<file path="config.mk">
export PLATFORM = sky130hd
export DESIGN_NAME = multiplier_32b_signed
export DESIGN_NICKNAME = d
export VERILOG_FILES = /design/src/rtl/multiplier_32b_signed.sv
export SDC_FILE = /design/constraint.sdc
export NUM_CORES = 1
export LEC_CHECK = 0
export BUFFER_PORTS_ARGS = -buffer_cell sky130_fd_sc_hd__buf_2
export CORE_MARGIN = 10
export CORE_UTILIZATION = 55
export DETAILED_ROUTE_END_ITERATION = 12
export PLACE_DENSITY = 0.77
export RECOVER_POWER = 50
export SLEW_MARGIN = 0
export SYNTH_ARGS = -nofsm -noshare
export SYNTH_HDL_FRONTEND = slang
export SYNTH_SLANG_ARGS = --single-unit
</file>
<file path="constraint.sdc">
create_clock -name clk -period 10.08 [get_ports clk]
set_clock_uncertainty 0.1 [all_clocks]
set_input_delay 1.512 -clock clk [delete_from_list [all_inputs] [get_ports clk]]
set_output_delay 1.512 -clock clk [all_outputs]
set_load 0.005 [all_outputs]
</file>
<file path="src/rtl/multiplier_32b_signed.sv">
// Sequential signed 32x32->64 Booth multiplier with start/finish handshake.
// Define MULTIPLIER_32B_SIGNED_RADIX4_EN for radix-4 Booth (16 steps instead of 32).
module multiplier_32b_signed (
    input  logic        clk,
    input  logic        rst,
    input  logic        start,
    input  logic [31:0] a,
    input  logic [31:0] b,
    output logic [63:0] product,
    output logic        busy,
    output logic        finish
);
    // state | meaning
    // IDLE  | out of reset, waiting for start
    // RUN   | one Booth step per cycle, start ignored
    // DONE  | product valid, finish high, start restarts

`ifdef MULTIPLIER_32B_SIGNED_RADIX4_EN
    localparam int AW    = 34;
    localparam int STEPS = 16;
`else
    localparam int AW    = 33;
    localparam int STEPS = 32;
`endif
    localparam logic [5:0] LAST = 6'(STEPS - 1);

    typedef enum logic [1:0] {IDLE, RUN, DONE} state_t;

    state_t          state_q;
    logic [32:0]     m_q;
    logic [AW-1:0]   acc_q, acc_d;
    logic [31:0]     q_q, q_d;
    logic            q1_q, q1_d;
    logic [5:0]      cnt_q;
    logic [63:0]     product_q;
    logic            busy_q, finish_q;
    logic [AW-1:0]   sum;

`ifdef MULTIPLIER_32B_SIGNED_RADIX4_EN
    logic [AW-1:0] m_ext, m2_ext;

    always_comb begin
        m_ext  = {m_q[32], m_q};
        m2_ext = {m_q, 1'b0};
        sum    = acc_q;
        case ({q_q[1:0], q1_q})
            3'b001, 3'b010: sum = acc_q + m_ext;
            3'b011:         sum = acc_q + m2_ext;
            3'b100:         sum = acc_q - m2_ext;
            3'b101, 3'b110: sum = acc_q - m_ext;
            default:        sum = acc_q;
        endcase
        acc_d = {{2{sum[AW-1]}}, sum[AW-1:2]};
        q_d   = {sum[1:0], q_q[31:2]};
        q1_d  = q_q[1];
    end
`else
    always_comb begin
        sum = acc_q;
        case ({q_q[0], q1_q})
            2'b01:   sum = acc_q + m_q;
            2'b10:   sum = acc_q - m_q;
            default: sum = acc_q;
        endcase
        acc_d = {sum[AW-1], sum[AW-1:1]};
        q_d   = {sum[0], q_q[31:1]};
        q1_d  = q_q[0];
    end
`endif

    always_ff @(posedge clk) begin
        if (rst) begin
            state_q   <= IDLE;
            m_q       <= '0;
            acc_q     <= '0;
            q_q       <= '0;
            q1_q      <= 1'b0;
            cnt_q     <= '0;
            product_q <= '0;
            busy_q    <= 1'b0;
            finish_q  <= 1'b0;
        end else begin
            case (state_q)
                IDLE, DONE: begin
                    if (start) begin
                        m_q      <= {a[31], a};
                        acc_q    <= '0;
                        q_q      <= b;
                        q1_q     <= 1'b0;
                        cnt_q    <= '0;
                        busy_q   <= 1'b1;
                        finish_q <= 1'b0;
                        state_q  <= RUN;
                    end
                end
                RUN: begin
                    acc_q <= acc_d;
                    q_q   <= q_d;
                    q1_q  <= q1_d;
                    cnt_q <= cnt_q + 6'd1;
                    // The final step's result goes straight to product so it is valid with finish.
                    if (cnt_q == LAST) begin
                        product_q <= {acc_d[31:0], q_d};
                        busy_q    <= 1'b0;
                        finish_q  <= 1'b1;
                        state_q   <= DONE;
                    end
                end
                default: state_q <= IDLE;
            endcase
        end
    end

    assign product = product_q;
    assign busy    = busy_q;
    assign finish  = finish_q;
endmodule
</file>
==> results of run 1 <==
## registers in the layout (all words and copies together) (netlist names)
register,flops
cnt_q,6
product,64
finish,1
state_q,2
acc_q,32
q1_q,1
busy,1
m_q,32
q_q,32
## stage by stage
step	power (W)	area [µm²]	util	hold WS (ns)	cells
6_report	0.001697	10290	0.6411	0.3517	1492
5_1_grt	0.001777	10290	0.6411	0.3699	1492
4_1_cts	0.001697	10380	0.6464	0.3533	1492
3_5_place_dp	0.001077	9822	0.6117	0.3438	1461
3_3_place_gp	0.001070	9822	0.6117	0.3396	1461
2_1_floorplan	0.0009913	9094	-	0.3446	1185
## power by group
part / switching [W] / internal, W
logic: 0.000215 / 0.000133
registers: 0.0000252 / 0.000698
clock network: 0.000276 / 0.000349
## cell families after synthesis
logic type | share of synthesized area
buffers and inverters | 0.04334
xor gates and xnor gates | 0.04623
DFF | 0.3764
AOI/OAI and AO/OA | 0.2389
adders and majority gates | 0.05036
muxes | 0.01761
and+or+nand+nor | 0.2272
## area by class of cell
| type | count | area, µm² | share of cell area |
|---|---|---|---|
| Multi-Input combinational cell | 909 | 5308 | 0.5156 |
| Clock buffer | 20 | 446.7 | 0.04339 |
| Sequential cell | 171 | 3423 | 0.3325 |
| Tap cell | 216 | 270.3 | 0.02625 |
| Inverter | 24 | 90.09 | 0.008751 |
| Clock inverter | 11 | 111.4 | 0.01082 |
| Timing Repair Buffer | 141 | 645.6 | 0.06271 |
## critical path: cells and delay by family
family,cells,cell delay (ns)
buffers and inverters,2,4.06
muxes,1,0.29
and+or+nand+nor,1,0.13
## per-layer routing
metal / up-vias / share of wire
met3: 32 / 0.084
li1: 4324 / -
met4: 0 / 0.012
met2: 325 / 0.42
met1: 3978 / 0.48
met5: - / 0
## worst min path at each step
stage | end | slack (ns)
floorplan | state_q[1] | 0.34
global placement | product[24] | 0.34
detailed placement | product[8] | 0.34
CTS | product[8] | 0.35
global route | product[30] | 0.37
finish | product[4] | 0.35
## Yosys cell counts (5+ instances only)
cell,number
xor2_1,8
a211oi_1,18
nor2b_1,15
a311oi_1,8
o21ai_0,34
dfxtp_1,171
a21o_1,12
nor3_1,28
a22oi_1,45
nor3b_1,7
o21a_1,7
inv_1,24
buf_1,14
nor4_1,7
clkbuf_1,67
a31oi_1,9
ha_1,35
nand4_1,6
nor2_1,106
o31ai_1,5
nand2b_1,14
nand2_1,211
nand3_1,30
xnor2_1,40
a21boi_0,5
a21oi_1,181
mux2i_1,10
## placed cells by master, fill, tap and decap left out, types with 17 or more instances in the layout
| master | synthesis | routed |
|---|---|---|
| nand2_1 | 211 | 211 |
| a21oi_1 | 181 | 181 |
| dfxtp_1 | 171 | 171 |
| nor2_1 | 106 | 105 |
| clkbuf_1 | 67 | 68 |
| buf_2 | 0 | 66 |
| a22oi_1 | 45 | 45 |
| xnor2_1 | 40 | 40 |
| o21ai_0 | 34 | 34 |
| ha_1 | 35 | 34 |
| nand3_1 | 30 | 29 |
| nor3_1 | 28 | 28 |
| inv_1 | 24 | 24 |
| a211oi_1 | 18 | 18 |
| clkbuf_16 | 0 | 17 |
==> run metrics, run 1 <==
Post-Syn Area per Cell 7.674 µm²; global routing's busiest layer met2; io pins roughly 130; # port buffers between 100 and 150; CP endpoint kind register; Yosys top cell by area dfxtp_1; Post-synth EDFFs 0; TritonCTS Buffers 17; worst path cell trace clkbuf_1 > buf_4 > nor3b_1 > mux2_4; GPL Wtd Cong roughly 1; Netlist cell types between 60 and 70; initial core utilization 0.5663; Worst slew margin -1.977; slowest stage cell, crit path clkbuf_1; overall die width ~150 µm; Min-Delay Path Class reg2reg; crit start category primary input; Req. time, crit path around 10 ns; Post-route DRC 0; Die ar. roughly 22000 µm²; TNS Setup 0 ns; # hold bufs at CTS 0; met2 Use GR 0.3213; final WL 24890 µm; Tot GR Track Use 0.2217; Yosys top cell area share 0.3764; Post-Syn Instances ~1200; WL/cell 16.68 µm; layout cell share with drive strength beyond 1 0.1019; DP HPWL 17580 µm; maximum capacitance violations 1; crit-path max cell delay a little over 3 ns; worst hold path stage count 2; grt met1 use 0.3191; Mapped Area around 9100 µm²; total gr overflow 0; status complete, but fails checks; Tcrit/Tclk final 0.5764; endpoints failing setup 0; Area growth syn-to-layout 13.21%; ant diodes 0; top cells by area, synth dfxtp_1, a21oi_1, nand2_1, ha_1, nor2_1; global-route wire length before repair between 40000 and 50000 µm; Die Height between 100 and 150 µm; CTS Sinks about 170; final net count 1367; Vias just under 9000; yosys warns 0; CP max FO between 100 and 150; cts repair resizes 0; initial antenna violation count 0; Fillers around 1500; CTS clk-pin slew, worst paths ~0.070 ns; met3 Track Usage GR 0.05431; 1st-pass router iterations 5; Post-synth ARST share 0; arrival time worst endpoint around 6.0 ns; capture point of the worst reg-to-reg path product[50]; flop2flop setup slack 5.10 ns; ys flop type dfxtp_1; RSZ-0062 raised after global routing no; CTS max path bufs 2; pwr dens 164.9 nW/µm²; Least-Margin Pin Slew roughly 4.5 ns; LEAKAGE 3.865 nW; Final WS setup 4.270 ns; Via density approximately 5.8; Tmin final between 5 and 6 ns; number of global-route vias before repair ~8000; sequential fraction of the synthesis area 0.3764; # H-tree levels 4; Core ar. 16060 µm²; Core Rows 46; Final Hold Fails 0; pins over their slew limit ~100; Crit Path Category in2reg; Root Buffer clkbuf_16; FMAX roughly 170 MHz; Post-DRT Antenna Nets 0; largest net degree at the start of global routing around 100; Net Count, Synth between 1000 and 1500; flip-flop and latch count after synthesis around 170; post-place setup slack ~5.3 ns; crit path capture acc_q[31]; failing checks capacitance limit, slew limit; clk_lat worst skew 0.43 ns; Worst setup startpoint rst; worst r2r src m_q[0]; Post-CTS Setup Inserts 0; Hold Crit Start product[4]; Worst R2R Path Depth 16; CTS tree done; Initial DRC Count a little under 900; VDD IR max roughly 0.12 mV
Power figures use the tool's default switching activity.
==> run 2: changes to the inputs <==
clock period = 5.59 ns   (was 10.08 ns; I/O delays follow)
==> run metrics, run 2 (same netlist as run 1, synthesis figures left out) <==
LEAKAGE 3.899 nW (+0.87%); crit-path max cell delay 0.55 ns (-2.53 ns); Core ar. 16060 µm² (unchanged); pins over their slew limit 176 (+69%); VDD IR max 0.2324 mV (+96%); 1st-pass router iterations 5 (unchanged); Post-route DRC 0 (unchanged); overall die width 148.6 µm (unchanged); CTS tree done; layout cell share with drive strength beyond 1 0.1047 (+0.002807); # hold bufs at CTS 0 (unchanged); Area growth syn-to-layout 13.84%; RSZ-0062 raised after global routing no; Clock power frac 0.386 (+0.018); GPL Wtd Cong 1.003 (+2.8%); io pins 133 (unchanged); Core Rows 46 (unchanged); ant diodes 0 (unchanged); Comb pwr share 0.200 (-0.005); arrival time worst endpoint 4.96 ns (-1.07 ns); Die ar. 22080 µm² (unchanged); CP endpoint kind register; switch share 0.3058 (+0.001474); Hold Crit Start product[12]; capture point of the worst reg-to-reg path product[50]; TNS Setup 0 ns (unchanged); Final Hold Fails 0 (unchanged); Initial DRC Count 827 (-5.1%); Vias 8678 (+0.22%); sequential share of power 0.414 (-0.012); max reg flops 64 (unchanged); FMAX between 200 and 250 MHz; Via density 5.801 (about the same); # port buffers 132 (unchanged); Final WS setup 0.7037 ns (-3.566 ns); commonest non-fill, non-tap cells in the layout nand2_1, a21oi_1, dfxtp_1; worst hold path stage count 2 (unchanged); cts repair resizes 0 (unchanged); final WL 24810 µm (-0.31%); failing checks capacitance limit, slew limit; Root Buffer clkbuf_16; slowest stage cell, crit path a311oi_1; total gr overflow 0 (unchanged); number of global-route vias before repair 7706 (-3.4%); CTS clk-pin slew, worst paths 0.07 ns (about the same); multi-input logic area 5308 µm² (unchanged); flop2flop setup slack 0.70 ns (-4.40 ns); maximum capacitance violations 3 (+2); FF+latch area 3423 µm² (unchanged); Req. time, crit path 5.67 ns (-4.63 ns); Int Pwr 0.002186 W (+85%); CTS Sinks 171 (unchanged); Hold Slack 0.3525 ns (+0.0007550 ns); global-route wire length before repair 39620 µm (-2.7%); Post-CTS Setup Inserts 0 (unchanged); worst path bufs/invs 2 (unchanged); Hold Path Sink product[12]; DP HPWL 17350 µm (-1.3%); P_sw 0.0009632 W (+86%); largest net degree at the start of global routing 69 (-34%); post-place setup slack 0.8650 ns (-4.466 ns); Least-Margin Pin Slew 2.878 ns (-1.587 ns); CP max FO 5 (-95%); Worst path top cell family by delay compound AO/OA/AOI/OAI gates; final net count 1370 (+0.22%); commonest non-fill, non-tap cell in the layout nand2_1; worst path cell trace inv_1 > ha_1 > or4b_4 > or4_4 > nor2b_1 > xnor2_1 > ha_1 > inv_1 > o22ai_1 > o41ai_1 > o31ai_1 > a21boi_0 > o21ai_0 > a311oi_1 > mux2i_1 > a211oi_1; crit start category register; worst r2r src m_q[0]; clk_lat worst skew 0.44 ns (about the same); status complete, but fails checks; Crit Path Category reg2reg; WL/cell 16.59 µm (-0.57%); Worst R2R Path Depth 16 (unchanged); TritonCTS Buffers 17 (unchanged); Min-Delay Path Class reg2reg; Fillers 1471 (-0.81%); Post-DRT Antenna Nets 0 (unchanged); Tot GR Track Use 0.2173 (-0.004353); pwr dens 304.2 nW/µm² (+85%); # H-tree levels 4 (unchanged); Tcrit/Tclk final 0.8741; initial core utilization 0.5663 (unchanged); CTS max path bufs 2 (unchanged); Tmin final approximately 4.9 ns; Die Height 148.6 µm (unchanged); endpoints failing setup 0 (unchanged); initial antenna violation count 0 (unchanged); Worst slew margin -0.9188 (+1.058)
-- run 2: cell count changes in the layout (fill, tap and decap cells not counted) --
cell,change
buf_4,+1
inv_6,+2
buf_2,+2
inv_8,+1
clkinv_2,-2
bufinv_16,+1
clkinv_4,-1
-- run 2: through the flow --
stage | instance area [µm²] | total power [W] | util | std cells
after floorplan | 9094 | 0.001788 | - | 1185
after global placement | 9844 | 0.001931 | 0.6131 | 1464
after detailed placement | 9844 | 0.001945 | 0.6131 | 1464
after CTS | 10440 | 0.003148 | 0.6503 | 1496
after global routing | 10350 | 0.003284 | 0.6447 | 1496
final | 10350 | 0.003149 | 0.6447 | 1496
-- run 2: power groups by stage --
stage	clock [W]	sequential [W]	combinational [W]
3_5_place_dp	0	0.00133	0.000615
6_report	0.00122	0.00130	0.000629
3_3_place_gp	0	0.00133	0.000603
2_1_floorplan	0	0.00132	0.000472
4_1_cts	0.00123	0.00130	0.000619
5_1_grt	0.00128	0.00131	0.000696
-- run 2: worst max path at each step --
stage	slack, ns	cells past startpoint	to	start
4_1_cts	0.83	17	acc_q[27]	m_q[0]
3_5_place_dp	0.87	17	acc_q[27]	m_q[0]
6_report	0.70	16	product[50]	m_q[0]
3_3_place_gp	0.93	17	acc_q[27]	m_q[0]
5_1_grt	0.36	16	product[50]	m_q[0]
2_1_floorplan	1.25	17	product[62]	m_q[0]
-- run 2: final cells by class --
cell class              count  area share
well taps                 216     0.02611
flip-flops and latches    171      0.3307
clock inverters            12     0.01462
clock buffers              20     0.04315
inverters                  24    0.008702
repair buffers            144     0.06406
multi-input cells         909      0.5127
-- run 2: worst reg2reg max path: stages, from the launching register on --
cell and delay (ns):
dfxtp_1 0.35, inv_1 0.07, ha_1 0.18, or4b_4 0.49, or4_4 0.45, nor2b_1 0.17, xnor2_1 0.14, ha_1 0.32
inv_1 0.12, o22ai_1 0.13, o41ai_1 0.29, o31ai_1 0.24, a21boi_0 0.40, o21ai_0 0.26, a311oi_1 0.55, mux2i_1 0.29
a211oi_1 0.09
-- run 2: per-layer routing --
layer / track usage / wire length, µm
met1: 0.3029 / 11640
met3: 0.06220 / 2316
met5: 0 / 0
met4: 0.06442 / 464
met2: 0.3166 / 10390
==> run 3: changes to the inputs <==
ABC_CLOCK_PERIOD_IN_PS = 5590   (was unset)
PLACE_DENSITY = 0.83   (was 0.77)
==> run metrics, run 3 (same netlist as run 1, synthesis figures left out) <==
status complete, but fails checks; failing checks capacitance limit, slew limit; Crit Path Category reg2reg; Die Height 148.6 µm (unchanged); CP max FO 8 (+3); ant diodes 0 (unchanged); LEAKAGE 3.902 nW (about the same); Initial DRC Count 981 (+19%); Via density 5.883 (+1.4%); Tcrit/Tclk final 0.8609 (-0.01322); initial antenna violation count 0 (unchanged); arrival time worst endpoint 4.85 ns (-0.11 ns); FMAX 207.8 MHz (+1.5%); maximum capacitance violations 2 (-1); RSZ-0062 raised after global routing no; worst path cell trace inv_1 > ha_1 > or4b_4 > or4_4 > nor4b_4 > a21oi_1 > xnor2_1 > ha_1 > nand4_1 > nor4_1 > a21oi_1 > o2111ai_1 > o31ai_1 > a211oi_1 > a311oi_1 > mux2i_1 > a311oi_1; Core Rows 46 (unchanged); Req. time, crit path 5.63 ns (-0.04 ns); TNS Setup 0 ns (unchanged); pwr dens 303.6 nW/µm² (-0.19%); # H-tree levels 4 (unchanged); crit-path max cell delay 0.49 ns (-0.06 ns); GPL Wtd Cong 0.9659 (-3.7%); TritonCTS Buffers 17 (unchanged); CTS Sinks 171 (unchanged); pins over their slew limit 122 (-31%); slowest stage cell, crit path or4b_4; CTS tree done; Core ar. 16060 µm² (unchanged); max reg flops 64 (unchanged); Least-Margin Pin Slew 3.682 ns (+0.8035 ns); Tmin final 4.812 ns (-0.07391 ns); total gr overflow 0 (unchanged); crit start category register; CTS max path bufs 2 (unchanged); Vias 8801 (+1.4%); grt met1 use 0.3155 (+0.01262); Post-CTS Setup Inserts 0 (unchanged); CP endpoint kind register; commonest non-fill, non-tap cell in the layout nand2_1; CTS clk-pin slew, worst paths 0.07 ns (about the same); 1st-pass router iterations 7 (+2); global routing's busiest layer met2; post-place setup slack 0.8599 ns (-0.005108 ns); Root Buffer clkbuf_16; largest net degree at the start of global routing 83 (+20%); commonest non-fill, non-tap cells in the layout nand2_1, a21oi_1, dfxtp_1; Tot GR Track Use 0.2250 (+0.007616); clk_lat worst skew 0.43 ns (about the same); Post-route DRC 0 (unchanged); Worst path top cell family by delay simple AND/OR/NAND/NOR gates; Worst slew margin -1.454 (-0.5357); met3 Track Usage GR 0.05613 (-0.006068); # port buffers 132 (unchanged); Post-DRT Antenna Nets 0 (unchanged); initial core utilization 0.5663 (unchanged); Final Hold Fails 0 (unchanged); layout cell share with drive strength beyond 1 0.1078 (+0.003125); cts repair resizes 0 (unchanged); VDD IR max 0.2222 mV (-4.4%); Min-Delay Path Class reg2reg; final net count 1370 (unchanged); Final WS setup 0.7776 ns (+0.07391 ns); Die ar. 22080 µm² (unchanged); final WL 25600 µm (+3.1%); endpoints failing setup 0 (unchanged); number of global-route vias before repair 8043 (+4.4%); flop2flop setup slack 0.78 ns (+0.07 ns); io pins 133 (unchanged); Area growth syn-to-layout 13.91% (about the same); # hold bufs at CTS 0 (unchanged); overall die width 148.6 µm (unchanged); DP HPWL 17860 µm (+2.9%); met2 Use GR 0.3286 (+0.01206); worst path bufs/invs 1 (-1); global-route wire length before repair 41210 µm (+4.0%); Fillers 1469 (-0.14%); WL/cell 17.11 µm (+3.1%)
run 3: cell count changes in the layout (fill, tap and decap cells not counted):
cell,previous run,this run
buf_4,10,9
clkbuf_1,68,64
clkinvlp_4,1,3
clkinv_8,0,2
bufinv_16,2,1
inv_6,5,1
buf_2,68,69
inv_8,2,6
clkbuf_8,1,0
clkbuf_2,0,2
run 3: routing by layer:
| layer | wire length, µm | share of wire |
|---|---|---|
| met2 | 10860 | 0.42 |
| met1 | 11800 | 0.46 |
| met4 | 482 | 0.019 |
| met3 | 2451 | 0.096 |
| met5 | 0 | 0 |
run 3: stage by stage:
| stage | hold WS (ns) | util | power (W) | instances | area (µm²) |
|---|---|---|---|---|---|
| floorplan | 0.3446 | - | 0.001788 | 1185 | 9094 |
| global placement | 0.3381 | 0.6131 | 0.001937 | 1464 | 9844 |
| detailed placement | 0.3429 | 0.6131 | 0.001948 | 1464 | 9844 |
| CTS | 0.3535 | 0.6507 | 0.003143 | 1496 | 10450 |
| global route | 0.3807 | 0.6451 | 0.003271 | 1496 | 10360 |
| finish | 0.3519 | 0.6451 | 0.003145 | 1496 | 10360 |
run 3: final timing paths:
check / start / endpoint / cells after the start
worst max-delay path: m_q[0] / acc_q[29] / 17
worst min-delay path: product[10] / product[10] / 2
worst max register to register: m_q[0] / acc_q[29] / 17
worst min register to register: product[10] / product[10] / 2
run 3: tightest hold or removal path, stage by stage, from the launching register on:
cell,delay (ns)
dfxtp_1,0.31
nand2_1,0.05
a21oi_1,0.05
run 3: layout make-up:
| type | instances | area [µm²] | area share |
|---|---|---|---|
| Clock buffer | 17 | 425.4 | 0.04107 |
| Tap cell | 216 | 270.3 | 0.02609 |
| Sequential cell | 171 | 3423 | 0.3305 |
| Clock inverter | 15 | 178.9 | 0.01727 |
| Inverter | 24 | 90.09 | 0.008697 |
| Multi-Input combinational cell | 909 | 5308 | 0.5124 |
| Timing Repair Buffer | 144 | 663.1 | 0.06402 |
run 3: where the power goes:
part / internal, W / switching, W / leakage [nW]
sequential: 0.00126 / 0.0000431 / 1.39
combinational: 0.000242 / 0.000399 / 2.23
clock: 0.000641 / 0.000561 / 0.287
total: 0.00214 / 0.00100 / 3.90
